===== config.mk =====
export PLATFORM = sky130hd
export DESIGN_NAME = control_sequencer
export DESIGN_NICKNAME = d
export VERILOG_FILES = /design/src/rtl/control_sequencer.sv
export SDC_FILE = /design/constraint.sdc
export NUM_CORES = 1
export LEC_CHECK = 0
export CORE_MARGIN = 2
export CORE_UTILIZATION = 44
export CTS_BUF_LIST = sky130_fd_sc_hd__clkbuf_16
export CTS_CLUSTER_DIAMETER = 100
export DETAILED_ROUTE_END_ITERATION = 10
export HOLD_SLACK_MARGIN = 0.05
export PLACE_DENSITY_LB_ADDON = 0.25
export SLEW_MARGIN = 20
export SYNTH_ARGS = -nofsm -noshare
export SYNTH_HDL_FRONTEND = slang
export SYNTH_SLANG_ARGS = --single-unit
export TNS_END_PERCENT = 100

===== constraint.sdc =====
create_clock -name CLKb -period 4.5 [get_ports CLKb]
set_input_delay 0.9 -clock CLKb [delete_from_list [all_inputs] [get_ports CLKb]]
set_output_delay 0.9 -clock CLKb [all_outputs]
set_load 0.02 [all_outputs]

===== src/rtl/control_sequencer.sv =====
// Multi-cycle instruction sequencer for the shared 10-bit bus datapath.
// State table: IDLE | waiting for Run ; T1..T3 | instruction steps, Done on the last one.
module control_sequencer #(
    parameter int NREG = 8,
    parameter int W    = 10
) (
    input  logic            CLKb,
    input  logic            Clear,
    input  logic            Run,
    input  logic [W-1:0]    INSTR,
    output logic            Ain,
    output logic            Gin,
    output logic            Gout,
    output logic [3:0]      FN,
    output logic [NREG-1:0] Rin,
    output logic [NREG-1:0] Rout,
    output logic            ExtOut,
    output logic            ImmOut,
    output logic [W-1:0]    IMM,
    output logic            Busy,
    output logic            Done
);

    typedef enum logic [1:0] {
        S_IDLE = 2'd0,
        S_T1   = 2'd1,
        S_T2   = 2'd2,
        S_T3   = 2'd3
    } state_t;

    localparam logic [3:0] OP_LOAD = 4'b0000;
    localparam logic [3:0] OP_COPY = 4'b0001;
    localparam logic [3:0] OP_INV  = 4'b0100;
    localparam logic [3:0] OP_FLP  = 4'b0101;
    localparam logic [3:0] OP_ADDI = 4'b1100;
    localparam logic [3:0] OP_SUBI = 4'b1101;
    localparam logic [3:0] OP_LDI  = 4'b1110;
    localparam logic [3:0] OP_RSV  = 4'b1111;

    localparam logic [NREG-1:0] ONE_HOT0 = {{(NREG-1){1'b0}}, 1'b1};

    state_t         r_state;
    state_t         w_state_nxt;
    logic [W-1:0]   r_ir;

    logic [3:0]     w_op;
    logic [2:0]     w_rx;
    logic [2:0]     w_ry;
    logic [NREG-1:0] w_rx_hot;
    logic [NREG-1:0] w_ry_hot;
    logic [1:0]     w_nsteps;

    assign w_op     = r_ir[W-1:W-4];
    assign w_rx     = r_ir[5:3];
    assign w_ry     = r_ir[2:0];
    assign w_rx_hot = ONE_HOT0 << w_rx;
    assign w_ry_hot = ONE_HOT0 << w_ry;
    assign IMM      = {{(W-3){1'b0}}, r_ir[2:0]};
    assign Busy     = (r_state != S_IDLE);

    always_comb begin
        w_nsteps = 2'd3;
        case (w_op)
            OP_LOAD, OP_COPY, OP_LDI, OP_RSV: w_nsteps = 2'd1;
            OP_INV, OP_FLP:                   w_nsteps = 2'd2;
            default:                          w_nsteps = 2'd3;
        endcase
    end

    always_ff @(posedge CLKb) begin
        if (Clear) begin
            r_state <= S_IDLE;
            r_ir    <= '0;
        end else begin
            r_state <= w_state_nxt;
            if (r_state == S_IDLE && Run)
                r_ir <= INSTR;
        end
    end

    always_comb begin
        w_state_nxt = r_state;
        case (r_state)
            S_IDLE:  w_state_nxt = Run ? S_T1 : S_IDLE;
            S_T1:    w_state_nxt = (w_nsteps == 2'd1) ? S_IDLE : S_T2;
            S_T2:    w_state_nxt = (w_nsteps == 2'd2) ? S_IDLE : S_T3;
            default: w_state_nxt = S_IDLE;
        endcase
    end

    always_comb begin
        Ain    = 1'b0;
        Gin    = 1'b0;
        Gout   = 1'b0;
        FN     = 4'b0000;
        Rin    = '0;
        Rout   = '0;
        ExtOut = 1'b0;
        ImmOut = 1'b0;
        Done   = 1'b0;
        case (r_state)
            S_T1: begin
                Done = (w_nsteps == 2'd1);
                case (w_op)
                    OP_LOAD: begin
                        ExtOut = 1'b1;
                        Rin    = w_rx_hot;
                    end
                    OP_COPY: begin
                        Rout = w_ry_hot;
                        Rin  = w_rx_hot;
                    end
                    OP_INV, OP_FLP: begin
                        Rout = w_ry_hot;
                        Gin  = 1'b1;
                        FN   = w_op;
                    end
                    OP_LDI: begin
                        ImmOut = 1'b1;
                        Rin    = w_rx_hot;
                    end
                    OP_RSV: ;
                    default: begin
                        Rout = w_rx_hot;
                        Ain  = 1'b1;
                    end
                endcase
            end
            S_T2: begin
                Done = (w_nsteps == 2'd2);
                case (w_op)
                    OP_INV, OP_FLP: begin
                        Gout = 1'b1;
                        Rin  = w_rx_hot;
                    end
                    // immediate ops reuse the ALU's ADD/SUB with IMM on the bus
                    OP_ADDI, OP_SUBI: begin
                        ImmOut = 1'b1;
                        Gin    = 1'b1;
                        FN     = (w_op == OP_ADDI) ? 4'b0010 : 4'b0011;
                    end
                    default: begin
                        Rout = w_ry_hot;
                        Gin  = 1'b1;
                        FN   = w_op;
                    end
                endcase
            end
            S_T3: begin
                Gout = 1'b1;
                Rin  = w_rx_hot;
                Done = 1'b1;
            end
            default: ;
        endcase
    end

endmodule


Word level (Yosys, flattened, before mapping)
Cells that the tools add are included.

Multiplexer cells: 27. Reduce and logical (&&, ||, !) cells: 12. Shift operators: 2. Equal/unequal tests: 12.

Operators with widths (count): 8-bit case mux with 2 select lines (2); 8-bit 2-to-1 mux (3); 8-bit case mux with 3 select lines (1); 4-bit equality test (second input constant) (4); 4-bit case mux with 2 select lines (2); 1-bit by 3-bit left shift with 8-bit output (first input constant) (2); 1-bit 2-to-1 mux (10); 3-bit OR reduction (3); 4-bit by 3-bit equality test with 1-bit output (second input constant) (2); 4-bit OR reduction (2); 2-bit equality test (second input constant) (3); 1-bit case mux with 2 select lines (3); 2-bit case mux with 3 select lines (1); 6-bit OR reduction (1); 2-bit by 1-bit equality test with 1-bit output (second input constant) (2); 4-bit by 1-bit equality test with 1-bit output (second input constant) (1); 4-bit zero test (1); 2-bit 2-to-1 mux (2); 4-bit 2-to-1 mux (1); 2-bit case mux with 2 select lines (1); 2-bit OR reduction (2); 1-bit case mux with 3 select lines (1); 2-bit zero test (1); 2-bit nonzero test (1); 1-bit logical AND (1).

Logic and storage cells: 55. Output and inout bits: 37. Input bits: 13. Flip-flop bits (word level): 12.

Depth between registers and ports, before layout
Word-level depth: 6. Gate-level depth with buffers: 6.

Worst setup path before layout
No wires, ideal clock.

Path kind: register to output. From: register r_state[1]. To: output port Rin[1]. Buffers on the path: 1. Cell stages (with the launch flop): 6. Slack: 1612 ps. Arrival time: 1988 ps. Cell sequence: dfxtp_1 -> inv_1 -> ha_1 -> clkbuf_1 -> a21bo_2 -> a2111oi_1.

Cells in the longest elaborated chain, start to end: 2. Elaborated cells on any way between the ends: 4.

RTL lines: start: declaration (RTL line 42) `state_t r_state;`; start signal: assignment (RTL line 75) `r_state <= w_state_nxt;`; 2-bit equality test or 2-bit by 1-bit equality test with 1-bit output (tied branches) (RTL line 101) `case (r_state)`; 8-bit case mux with 3 select lines * (RTL line 101); end: declaration (RTL line 15) `output logic [NREG-1:0] Rin,`.

Mark *: on every way between the ends. The rest lies on a longest branch, timed or not.

Final worst setup path
From: register r_state[0]. To: output port Rout[6].

Cells in the longest elaborated chain, start to end: 2. Elaborated cells on any way between the ends: 3.

RTL lines: 2-bit equality test or 2-bit by 1-bit equality test with 1-bit output (tied branches) (RTL line 101); 8-bit case mux with 2 select lines * (RTL line 101); end: declaration (RTL line 16) `output logic [NREG-1:0] Rout,`.

Marked as above.

==> impl_metrics.py <==
metrics = {
    "run_status": {
        "status": "finished clean",
    },
    "global_routing": {
        "grt_start_max_net_pins": 14,
        "antenna_found_initial": 0,
        "first_global_vias": 1003,
        "grt-ovfl-total": 0,
        "grt_pass1_wl_mm": 4.64,
        "grt_usage": 0.221,
    },
    "yosys": {
        "syn_area_per_cell_um2": 7.16,
        "netlist_instances": 149,
        "ys_ff_latch": 12,
        "syn_area_um2": 1070,
        "ys_seq_area_frac": 0.225,
        "synth_cell_type_count": 34,
        "yosysWarnings": 0,
    },
    "pwr": {
        "vdd_drop_max_v": 0.000307,
        "netSwitchingFraction": 0.293,
        "powerDensity_nw_per_um2": 257,
        "leakage_nw": 0.527,
        "p_int_uw": 273,
        "seq_power_share": 0.335,
        "power.switching_uw": 113,
        "pwr-share-clk": 0.411,
        "combinationalPowerShare": 0.254,
    },
    "setup_path": {
        "cp_max_fo": 7,
        "critical-path-top-delay-family": "buffers and inverters",
        "cp_slowest_cell": "clkdlybuf4s50_1",
        "cp.arrival_ns": 2.51,
        "worstRegToRegCells": 4,
        "end_kind": "output pin",
        "path_cells": "inv_1 > ha_1 > and2_1 > a32oi_2 > o32ai_1 > clkdlybuf4s50_1",
        "cp.buffers_inverters": 2,
        "timing.rr.start": "r_state[1]",
        "cp.required_ns": 3.60,
        "cp.depth": 6,
        "startpoint_type": "flop",
        "max_stage_delay_ns": 0.66,
        "critPathLaunch": "r_state[0]",
        "worstSetupPathType": "flop to output pin",
    },
    "route": {
        "wl_mm": 2.83,
        "routedWlPerCell_um": 13.7,
        "drc": 0,
        "via_count": 1154,
        "drt_first_pass_iters": 4,
        "drt_iter0_markers": 35,
        "detail-route-antenna-nets": 0,
        "vias_per_cell": 5.57,
    },
    "layout": {
        "antenna_cells": 0,
        "syn_to_final_growth_pct": 40.6,
        "fin_area_um2": 1500,
        "layout_common_cells": "42 x clkdlybuf4s50_1, 31 x nand2_1, 16 x a21oi_1",
        "final_common_cell": "clkdlybuf4s50_1",
        "nets": 200,
        "drive_gt1_frac": 0.0615,
        "fin_util": 0.665,
    },
    "die": {
        "num_rows": 17,
        "fp.dieW_um": 53.3,
        "start_util": 0.473,
        "die_y_um": 53.3,
        "core-area_um2": 2250,
        "die-area_um2": 2840,
        "io_pins": 50,
    },
    "run": {
        "cap_violations": 0,
    },
    "clocking": {
        "cts.htree.levels": 1,
        "ctsHoldBuffers": 0,
        "clock_latency_ns": 0.24,
        "cts_buffer_depth": 2,
        "cts_resized": 0,
        "cts_sinks": 12,
        "cts-root-buf": "clkbuf_16",
        "cts_tree": "done",
        "numCtsBuffers": 3,
        "cts.reportedPaths.clkPinSlew_ns": 0.04,
        "postCtsSetupRepairBufs": 0,
    },
    "timing": {
        "hold_violations": 0,
        "setup_viol": 0,
        "rsz0062_at_grt": "no",
        "skew_ns": 0.000630,
        "hold_slack_ns": 0.496,
        "slew_viol_final": 0,
        "setup_tns_ns": 0,
        "fin_ws_ns": 1.09,
        "finalCritPeriodShare": 0.759,
        "max_freq_mhz": 293,
        "fin_crit_ns": 3.41,
    },
    "worst_hold_path": {
        "whs_path_depth": 2,
        "hold_path_class": "flop to flop",
        "hp-start": "r_ir[3]",
    },
    "placed_design": {
        "place_ws_ns": 1.37,
        "gp_congestion": 0.862,
        "numPortBuffers": 42,
        "place_area_um2": 1430,
        "dpl.hpwl_mm": 2.15,
    },
}
logic make-up after synthesis:
kind of cell               share of synthesized area
adders and majority gates                     0.0703
other                                        0.00351
DFF                                            0.225
AOI/OAI and AO/OA                              0.273
and+or+nand+nor                                0.301
buffers and inverters                          0.127
final timing paths:
check	endpoint	slack (ns)
max	Rout[6]	1.09
min	r_ir[3]	0.50
max reg2reg	r_state[1]	3.01
min reg2reg	r_ir[3]	0.50
flip-flops by register name, indices dropped and copies added, names as in the netlist:
register and cells:
r_ir 10, r_state 2
cells in the mapped netlist:
cell type  instances  area (um^2)
and2_1             3         18.8
ha_1               6         75.1
a31oi_1            1         6.26
a21oi_2            1         8.76
a211oi_1           5         37.5
dfxtp_1           12          240
nand4_1            1         6.26
nor2_1             3         11.3
nor4bb_1           1         10.0
o21ai_0            2         10.0
buf_2              3         15.0
a32oi_2            1         16.3
nand2b_1           5         31.3
or2_2              3         18.8
or3b_1             1         8.76
nor2b_1            2         12.5
nand2_1           31          116
or3_1              2         12.5
clkbuf_1           8         30.0
a2111oi_1          3         30.0
inv_1              4         15.0
a2111oi_2          1         15.0
nor3b_1            1         7.51
nand3_1            3         15.0
conb_1             1         3.75
o22ai_1            8         50.1
nand3b_1           3         22.5
a21oi_1           16         80.1
a21bo_2            2         20.0
o32ai_1            1         8.76
and3_1             2         12.5
nand4b_1           2         17.5
a2111oi_0          1         8.76
buf_4             10         75.1
final cells by class:
| class | instances | area [um^2] |
|---|---|---|
| Clock buffer | 3 | 75.1 |
| Fill cell | 199 | 754 |
| Inverter | 4 | 15.0 |
| Multi-Input combinational cell | 118 | 714 |
| Sequential cell | 12 | 240 |
| Tap cell | 28 | 35.0 |
| Timing Repair Buffer | 42 | 420 |
metal layers:
layer	share of wire	vias to the layer above	wire length, um	track usage
li1	-	571	-	-
met3	0.071	4	200	0.0282
met5	0	-	0	0
met1	0.42	520	1200	0.279
met4	0.011	0	31	0.0769
met2	0.49	59	1390	0.381
worst register-to-register path, stage by stage (launching register included):
cell and delay [ns]:
dfxtp_1 0.33, inv_1 0.12, ha_1 0.36, o22ai_1 0.14
a2111oi_0 0.42
power groups by stage:
| stage | clock, mW | combinational, mW | sequential, mW |
|---|---|---|---|
| finish | 0.158 | 0.0980 | 0.129 |
| global route | 0.164 | 0.108 | 0.132 |
| CTS | 0.159 | 0.0977 | 0.129 |
| detailed placement | 0 | 0.0973 | 0.131 |
| global placement | 0 | 0.0948 | 0.129 |
| floorplan | 0 | 0.0793 | 0.121 |
metrics by stage:
stage	power [mW]	cells
finish	0.386	207
global route	0.404	207
CTS	0.385	207
detailed placement	0.228	204
global placement	0.224	204
floorplan	0.201	155
Note: power is estimated with default switching activity, not from simulation.
